`config.mk`:
```
export PLATFORM = sky130hd
export DESIGN_NAME = awg_delay_sequencer
export DESIGN_NICKNAME = d
export VERILOG_FILES = /design/src/rtl/awg_delay_sequencer.sv
export SDC_FILE = /design/constraint.sdc
export NUM_CORES = 1
export LEC_CHECK = 0
export CELL_PAD_IN_SITES_DETAIL_PLACEMENT = 2
export CELL_PAD_IN_SITES_GLOBAL_PLACEMENT = 2
export CORE_MARGIN = 2
export CORE_UTILIZATION = 31
export CTS_CLUSTER_DIAMETER = 200
export DETAILED_ROUTE_END_ITERATION = 8
export PLACE_DENSITY = 0.84
export SLEW_MARGIN = 20
export SYNTH_ARGS = -nofsm -noshare
export SYNTH_HDL_FRONTEND = slang
export SYNTH_SLANG_ARGS = --single-unit
```
`constraint.sdc`:
```
create_clock -name clk -period 3.64 [get_ports clk]
set_input_delay 0.728 -clock clk [delete_from_list [all_inputs] [get_ports clk]]
set_output_delay 0.728 -clock clk [all_outputs]
set_load 0.05 [all_outputs]
```
`src/rtl/awg_delay_sequencer.sv`:
```
// Playback scheduler for the per-port delay RAMs: on a trigger, each enabled channel walks its
// RAM, waits each stored delay and then emits a one-cycle play strobe tagged with the entry index.
module awg_delay_sequencer #(
    parameter int NCH    = 4,
    parameter int AW     = 11,
    parameter int DW     = 24,
    parameter int RD_LAT = 1
) (
    input  logic              clk,
    input  logic              rst_n,
    input  logic              I_TRIG,
    input  logic              I_ABORT,
    input  logic              I_LOOP,
    input  logic [NCH-1:0]    I_CH_EN,
    input  logic [NCH*AW-1:0] I_SEQ_LEN,
    output logic [NCH*AW-1:0] O_RD_ADDR,
    input  logic [NCH*DW-1:0] I_RD_DATA,
    output logic [NCH-1:0]    O_PLAY,
    output logic [NCH*AW-1:0] O_WAVE_ID,
    output logic [NCH-1:0]    O_BUSY,
    output logic [NCH-1:0]    O_DONE
);

    typedef enum logic [2:0] {
        IDLE  = 3'd0,
        FETCH = 3'd1,
        WAIT  = 3'd2,
        FIRE  = 3'd3,
        DONE  = 3'd4
    } state_t;

    // FETCH is entered together with the address register update, so read data is
    // valid once the latency counter has counted RD_LAT cycles.
    localparam logic [1:0] LAT_DONE = 2'(RD_LAT);
    localparam logic [AW-1:0] IDX_FIRST = AW'(1);

    for (genvar c = 0; c < NCH; c++) begin : g_ch
        state_t        state;
        logic [AW-1:0] idx;
        logic [AW-1:0] len;
        logic          loop_q;
        logic [DW-1:0] cnt;
        logic [1:0]    lat;
        logic [AW-1:0] rd_addr;
        logic [AW-1:0] wave_id;
        logic          play;
        logic          busy;
        logic          done;
        logic [DW-1:0] rd_data;
        logic [AW-1:0] trig_len;

        assign rd_data  = I_RD_DATA[c*DW +: DW];
        assign trig_len = I_SEQ_LEN[c*AW +: AW];

        // A zero delay skips WAIT entirely and a delay D spends D-1..0 in WAIT, which
        // places each strobe exactly RD_LAT+2+D cycles after its reference cycle.
        always_ff @(posedge clk or negedge rst_n) begin
            if (!rst_n) begin
                state   <= IDLE;
                idx     <= '0;
                len     <= '0;
                loop_q  <= 1'b0;
                cnt     <= '0;
                lat     <= '0;
                rd_addr <= '0;
                wave_id <= '0;
                play    <= 1'b0;
                busy    <= 1'b0;
                done    <= 1'b0;
            end else begin
                play <= 1'b0;
                done <= 1'b0;
                if (I_ABORT) begin
                    state <= IDLE;
                    busy  <= 1'b0;
                end else begin
                    case (state)
                        IDLE: begin
                            if (I_TRIG && I_CH_EN[c]) begin
                                len    <= trig_len;
                                loop_q <= I_LOOP;
                                idx    <= IDX_FIRST;
                                busy   <= 1'b1;
                                if (trig_len == '0) begin
                                    state <= DONE;
                                    done  <= 1'b1;
                                end else begin
                                    state   <= FETCH;
                                    rd_addr <= IDX_FIRST;
                                    lat     <= '0;
                                end
                            end
                        end
                        FETCH: begin
                            if (lat == LAT_DONE) begin
                                if (rd_data == '0) begin
                                    state   <= FIRE;
                                    play    <= 1'b1;
                                    wave_id <= idx;
                                end else begin
                                    state <= WAIT;
                                    cnt   <= rd_data - DW'(1);
                                end
                            end else begin
                                lat <= lat + 2'd1;
                            end
                        end
                        WAIT: begin
                            if (cnt == '0) begin
                                state   <= FIRE;
                                play    <= 1'b1;
                                wave_id <= idx;
                            end else begin
                                cnt <= cnt - DW'(1);
                            end
                        end
                        FIRE: begin
                            if (idx == len) begin
                                if (loop_q) begin
                                    state   <= FETCH;
                                    idx     <= IDX_FIRST;
                                    rd_addr <= IDX_FIRST;
                                    lat     <= '0;
                                end else begin
                                    state <= DONE;
                                    done  <= 1'b1;
                                end
                            end else begin
                                state   <= FETCH;
                                idx     <= idx + IDX_FIRST;
                                rd_addr <= idx + IDX_FIRST;
                                lat     <= '0;
                            end
                        end
                        DONE: begin
                            state <= IDLE;
                            busy  <= 1'b0;
                        end
                        default: begin
                            state <= IDLE;
                            busy  <= 1'b0;
                        end
                    endcase
                end
            end
        end

        assign O_RD_ADDR[c*AW +: AW] = rd_addr;
        assign O_WAVE_ID[c*AW +: AW] = wave_id;
        assign O_PLAY[c]             = play;
        assign O_BUSY[c]             = busy;
        assign O_DONE[c]             = done;
    end

endmodule

```
==> impl_metrics.csv, run 1 <==
group,metric,value,unit
run_status,status,"finished, final reports clean",
pwr,p_sw_share,35.4,%
finish,fin_area,0.0238,mm^2
global_route,antenna_found_initial,2,
global_route,grt_max_degree,84,
routing,drtAntennaViolNets,0,
die,fp.dieArea,0.0621,mm^2
pwr,power_density,569,mW/mm^2
clock_network,cts_resized,0,
placed_design,portBuffers,248,
finish,nets,2494,
clock_network,path_clk_slew,0.06,ns
finish,area_growth,27.5,%
clock_network,cts_tree,"done",
routing,wl_per_cell,22.7,um
clock_network,htreeDepth,2,
clock_network,cts_buffers,41,
sta,setup_viol_count_final,0,
pwr,power,13.5,mW
yosys,synth-seq-cells,308,
sta,min_period,3.29,ns
die,coreArea,0.0592,mm^2
sta,fin_setup_tns,0,ns
sta,max_slew_margin,48.2,%
placed_design,hpwlAfterDp,52700,um
finish,fin_util,40.1,%
routing,vias,17682,
sta,tightest_slew,0.774,ns
yosys,syn_area,0.0186,mm^2
die,initial_utilization,31.5,%
die,die_h,249,um
yosys,synth-seq-area-share,41.4,%
routing,met2_length,36200,um
yosys,yosysWarnings,0,
routing,drc_errors,0,
yosys,syn_area_per_cell,8.96,um^2
global_route,grt_pass1_vias,19871,
finish,drive_gt1_share,13.2,%
die,die_w,249,um
worst_setup_path,crit_arrival,3.73,ns
pwr,p_leak,9.58,nW
yosys,ys.flop_type,"dfrtp_1",
yosys,synth_area_leaders,"dfrtp_1, mux2_2, xnor2_1",
pwr,p_clk_share,32.7,%
clock_network,clock_tree.buffer_depth,3,
routing,top_layer,"met4",
clock_network,cts_sinks,308,
job,drv_cap,0,
sta,fmax,304,MHz
routing,routed_via_density,5.63,
yosys,synth_edf_count,0,
sta,rsz0062_at_grt,"no",
global_route,grt_first_pass_wirelength,113000,um
hold_path,hold_class,"primary input to asynchronous set/reset pin",
clock_network,ctsHoldBuffers,0,
sta,skew,0.0310,ns
sta,hold_viol_final,0,
global_route,gr-total-overflow,0,
clock_network,cts_setup_buffers,0,
yosys,netlist.area_leader.share,41.4,%
placed_design,place_area,0.0223,mm^2
yosys,synthArstFlopShare,100,%
routing,met1_length,30400,um
placed_design,gp_congestion,0.848,
yosys,synth_common_cells,"dfrtp_1, nand2_1, nor2_1",
sta,drv_slew,0,
yosys,synthCells,2080,
routing,met3WireLength,2730,um
worst_setup_path,start_kind,"register",
worst_setup_path,critical_path_class,"register to register",
die,ios,249,
worst_setup_path,critPathRequiredTime,4.08,ns
worst_setup_path,setup.worst_path.end_class,"register",
sta,final.period_utilization,90.5,%
yosys,synth_area_leader_cell,"dfrtp_1",
die,placementRows,89,
routing,drtIter0Drc,587,
yosys,netlist-cell-type-count,88,
clock_network,cts_root_buffer,"clkbuf_16",
yosys,synthMostInstantiatedCell,"dfrtp_1",
pwr,pwr-share-seq,40.0,%
routing,firstDrtPassIters,5,
pwr,p_switching,4.78,mW
global_route,grt_usage,22.6,%
yosys,synth_nets,2241,
sta,hold_slack,0.120,ns
worst_setup_path,crit_path_max_fanout,10,
pwr,vdd_ir_drop_max,307,uV
routing,routed_wl,71300,um
clock_network,clkLatencyLatePin,0.57,ns
pwr,comb_power_share,27.3,%
pwr,p_int,8.74,mW
-- sequential cells by signal, indices dropped and copies added, names as in the netlist --
| signal | cells |
|---|---|
| g_ch.busy | 4 |
| g_ch.cnt | 96 |
| g_ch.done | 4 |
| g_ch.idx | 44 |
| g_ch.lat | 8 |
| g_ch.len | 44 |
| g_ch.loop_q | 4 |
| g_ch.play | 4 |
| g_ch.rd_addr | 44 |
| g_ch.state | 12 |
| g_ch.wave_id | 44 |
-- through the flow --
stage          worst slack (ns)  instances
2_1_floorplan            0.0556       2080
3_3_place_gp             0.0285       3063
3_5_place_dp             -0.106       3063
4_1_cts                   0.356       3136
5_1_grt                  0.0270       3138
6_report                  0.345       3138
-- path summary, 6_finish.rpt --
kind                       slack [ns]  depth (start not counted)            endpoint               start
setup / recovery                 0.35                         10     g_ch[2].cnt[20]    g_ch[2].state[1]
hold / removal                   0.12                          1     g_ch[3].cnt[18]               rst_n
setup reg to reg                 0.35                         10     g_ch[2].cnt[20]    g_ch[2].state[1]
hold reg to reg                  0.48                          2  g_ch[2].rd_addr[5]  g_ch[2].rd_addr[5]
max in group asynchronous        2.55                          2      g_ch[0].idx[2]               rst_n
min in group clk                 0.48                          2  g_ch[2].rd_addr[5]  g_ch[2].rd_addr[5]
-- worst max-delay path, stage by stage (launching register included) --
cell      delay [ns]
dfrtp_1         0.50
nor3b_2         0.42
mux2i_1         0.35
ha_1            0.43
nand2_1         0.15
o32ai_4         0.40
a21boi_2        0.28
buf_4           0.19
o21ai_0         0.14
nor3_1          0.22
a211oi_1        0.06
-- power by group through the flow --
stage	Clock (mW)	Sequential, mW	Combinational [mW]
floorplan	0	5.20	2.34
CTS	4.56	5.41	3.72
detailed placement	0	5.45	3.68
finish	4.42	5.41	3.69
global route	4.69	5.56	4.07
global placement	0	5.32	3.41
-- logic make-up after synthesis --
group                    after synthesis  share of synthesized area, %
XOR/XNOR                             110                          5.17
AO/OA/AOI/OAI                        535                          18.9
flip-flops                           308                          41.4
buffers and inverters                171                          3.98
multiplexers                         131                          7.92
adder cells (fa/ha/maj)               12                         0.806
AND/OR/NAND/NOR                      813                          21.9
-- layout by cell type (no fill, tap or decap), drive strengths merged, types with 54 or more instances in the layout --
cell,count
nor2,163
buf,96
mux2,102
dfrtp,308
a21oi,109
clkbuf,54
clkdlybuf4s50,247
o21ai,162
nand2,207
xnor2,91
nor3,126
-- final cells by class --
type | instances | area, um^2
inverter | 38 | 143
multi-input combinational | 1601 | 10200
tap | 773 | 967
sequential | 308 | 7710
clock inverter | 19 | 287
clock buffer | 54 | 1170
fill | 6509 | 35500
timing repair buffer | 343 | 3260
antenna | 2 | 5.00
-- per-layer routing --
metal | track usage, % | vias to the layer above
met5 | 0 | -
met1 | 27.2 | 9124
met4 | 7.23 | 0
met3 | 3.94 | 116
li1 | - | 8118
met2 | 40.8 | 324
(Power assumes the default switching activity.)
==> run 2, diff against run 1 <==
--- a/config.mk
+++ b/config.mk
@@ -5,13 +5,14 @@
 export SDC_FILE = /design/constraint.sdc
 export NUM_CORES = 1
 export LEC_CHECK = 0
+export ABC_AREA = 1
 export CELL_PAD_IN_SITES_DETAIL_PLACEMENT = 2
 export CELL_PAD_IN_SITES_GLOBAL_PLACEMENT = 2
 export CORE_MARGIN = 2
-export CORE_UTILIZATION = 31
+export CORE_UTILIZATION = 34
 export CTS_CLUSTER_DIAMETER = 200
 export DETAILED_ROUTE_END_ITERATION = 8
-export PLACE_DENSITY = 0.84
+export PLACE_DENSITY = 0.94
 export SLEW_MARGIN = 20
 export SYNTH_ARGS = -nofsm -noshare
 export SYNTH_HDL_FRONTEND = slang
==> constraint.sdc (replaced) <==
create_clock -name clk -period 3.93 [get_ports clk]
set_input_delay 0.786 -clock clk [delete_from_list [all_inputs] [get_ports clk]]
set_output_delay 0.786 -clock clk [all_outputs]
set_load 0.05 [all_outputs]
==> run 2 against run 1 <==
Effect of this change:
- setup slack improved by 0.45 ns
- synthesized cell count rose by 33%
- combinational power rose by 71%
==> impl_metrics.csv, run 2 <==
group,metric,value,unit
yosys,synth-xor-area-share,4.25,%
pwr,pwr-share-seq,32.2,%
yosys,ys.flop_type,"dfrtp_1",
die,coreArea,0.0561,mm^2
routing,drtAntennaViolNets,0,
yosys,synth_compound_area_share,6.77,%
routing,vias,19852,
clock_network,path_clk_slew,0.06,ns
global_route,grt_max_degree,101,
worst_setup_path,path_cells,"inv_4 > nand3_4 > a21oi_1 > nand2_1 > inv_1 > nand3_1 > o21ai_0",
clock_network,cts_tree,"done",
clock_network,clock_tree.buffer_depth,3,
die,ios,249,
clock_network,cts_sinks,308,
sta,skew,0.0227,ns
sta,hold_slack,0.219,ns
finish,largest-register,"g_ch.cnt",
pwr,p_switching,6.77,mW
yosys,synthCells,2768,
finish,mostFrequentLayoutCell,"nand2_1",
die,fp.dieArea,0.0583,mm^2
pwr,p_leak,11.3,nW
yosys,synth_edf_count,0,
global_route,gr-total-overflow,0,
yosys,yosysWarnings,0,
pwr,vdd_ir_drop_max,284,uV
pwr,power_density,643,mW/mm^2
clock_network,cts_root_buffer,"clkbuf_16",
routing,drtIter0Drc,985,
placed_design,gp_congestion,0.909,
global_route,antenna_found_initial,4,
yosys,synth_top_family_by_area,"simple AND/OR/NAND/NOR gates",
yosys,synth-seq-cells,308,
routing,wl_per_cell,21.8,um
sta,rsz0062_at_grt,"no",
placed_design,hpwlAfterDp,61700,um
routing,firstDrtPassIters,5,
finish,largest_reg_flops,96,
clock_network,cts_buffers,39,
yosys,synth_common_cells,"nand2_1, inv_1, dfrtp_1",
worst_setup_path,crit_arrival,3.56,ns
yosys,synthArstFlopShare,100,%
sta,fin_setup_tns,0,ns
yosys,syn_area,0.0192,mm^2
hold_path,hold_class,"primary input to asynchronous set/reset pin",
global_route,grt_first_pass_wirelength,129000,um
routing,drc_errors,0,
clock_network,htreeDepth,2,
yosys,synth_nets,2929,
worst_setup_path,critPathRequiredTime,4.36,ns
worst_setup_path,setup.worst_path.end_class,"register",
pwr,comb_power_share,41.6,%
run_status,status,"finished, final reports clean",
die,placementRows,87,
global_route,grt_pass1_vias,23060,
sta,setup_viol_count_final,0,
finish,layout_common_cells,"nand2_1, inv_1, dfrtp_1, nor2_1, clkdlybuf4s50_1",
die,initial_utilization,34.2,%
clock_network,ctsHoldBuffers,0,
yosys,syn_area_per_cell,6.92,um^2
pwr,p_int,8.44,mW
pwr,power,15.2,mW
pwr,p_sw_share,44.5,%
die,die_w,241,um
yosys,synth_area_leaders,"dfrtp_1, nand2_1, inv_1",
yosys,synth_mux_area_share,2.12,%
worst_setup_path,critPathSlowestCell,"nand3_1",
yosys,synth_fa_ha_area_share,0.784,%
finish,nets,3154,
yosys,synthSimpleGateAreaFrac,36.5,%
worst_setup_path,crit_path_max_fanout,51,
yosys,netlist.area_leader.share,40.2,%
routing,routed_wl,82600,um
sta,fmax,319,MHz
sta,drv_slew,0,
die,die_h,241,um
sta,max_slew_margin,35.9,%
yosys,synth-seq-area-share,40.2,%
routing,routed_via_density,5.25,
worst_setup_path,critical_path_class,"register to register",
global_route,grt_usage,28.5,%
placed_design,portBuffers,248,
yosys,netlist-cell-type-count,40,
finish,drive_gt1_share,6.88,%
yosys,synth_area_leader_cell,"dfrtp_1",
sta,min_period,3.13,ns
clock_network,clkLatencyLatePin,0.58,ns
job,drv_cap,0,
sta,hold_viol_final,0,
sta,tightest_slew,0.961,ns
clock_network,cts_resized,0,
worst_setup_path,start_kind,"register",
finish,area_growth,23.4,%
sta,final.period_utilization,79.7,%
yosys,synthMostInstantiatedCell,"nand2_1",
worst_setup_path,slowest_delay,0.61,ns
clock_network,cts_setup_buffers,0,
pwr,p_clk_share,26.2,%
==> run 2: path summary, 6_finish.rpt <==
kind | startpoint | endpoint | slack [ns] | depth (start not counted)
worst max register to register | g_ch[2].state[2] | g_ch[2].wave_id[6] | 0.80 | 7
worst max-delay path | g_ch[2].state[2] | g_ch[2].wave_id[6] | 0.80 | 7
max in group asynchronous | rst_n | g_ch[0].idx[0] | 2.58 | 2
worst min register to register | g_ch[3].rd_addr[3] | g_ch[3].rd_addr[3] | 0.48 | 2
min in group clk | g_ch[3].rd_addr[3] | g_ch[3].rd_addr[3] | 0.48 | 2
worst min-delay path | rst_n | g_ch[3].cnt[23] | 0.22 | 1
==> run 2: metrics by stage <==
stage          instances  worst slack, ns  util (%)  cell area, um^2
5_1_grt             3782            0.497      42.2            23600
3_3_place_gp        3708            0.869      39.7            22300
2_1_floorplan       2768             1.77         -            19200
4_1_cts             3779            0.724      42.2            23600
3_5_place_dp        3708            0.600      39.7            22300
6_report            3782            0.797      42.2            23600
==> run 2: worst max-delay path: cells and delay by family (launching register included) <==
kind,cells,cell delay [ns]
AND/OR/NAND/NOR,3,1.25
flip-flops,1,0.47
buffers and inverters,2,0.31
AO/OA/AOI/OAI,2,0.95
==> run 2: area by class of cell <==
cell class | count | area [um^2]
inverter | 326 | 1230
timing repair buffer | 275 | 2720
sequential | 308 | 7710
tap | 756 | 946
fill | 6601 | 32400
clock inverter | 21 | 305
antenna | 3 | 7.51
multi-input combinational | 2043 | 9670
clock buffer | 50 | 1070
==> run 2: logic make-up after synthesis <==
kind of cell	count (synthesis)
buffers and inverters	417
adder cells (fa/ha/maj)	12
AO/OA/AOI/OAI	250
flip-flops	308
multiplexers	36
AND/OR/NAND/NOR	1652
XOR/XNOR	93
==> run 2: power by group through the flow <==
stage / Clock (mW) / Sequential [mW] / Combinational [mW]
after floorplan: 0 / 5.05 / 3.88
after global placement: 0 / 4.80 / 5.69
after detailed placement: 0 / 4.92 / 6.20
after CTS: 4.06 / 4.90 / 6.35
after global routing: 4.18 / 5.01 / 7.02
final: 3.98 / 4.90 / 6.32
==> run 2: routing by layer <==
layer | wire length (um) | vias up | GRT usage [%] | part of all wire [%]
met5 | 12 | - | 0 | 0.015
met4 | 3620 | 2 | 12.3 | 4.4
met3 | 2600 | 207 | 3.78 | 3.1
met2 | 43300 | 406 | 52.6 | 52
met1 | 33100 | 10067 | 32.9 | 40
li1 | - | 9170 | - | -
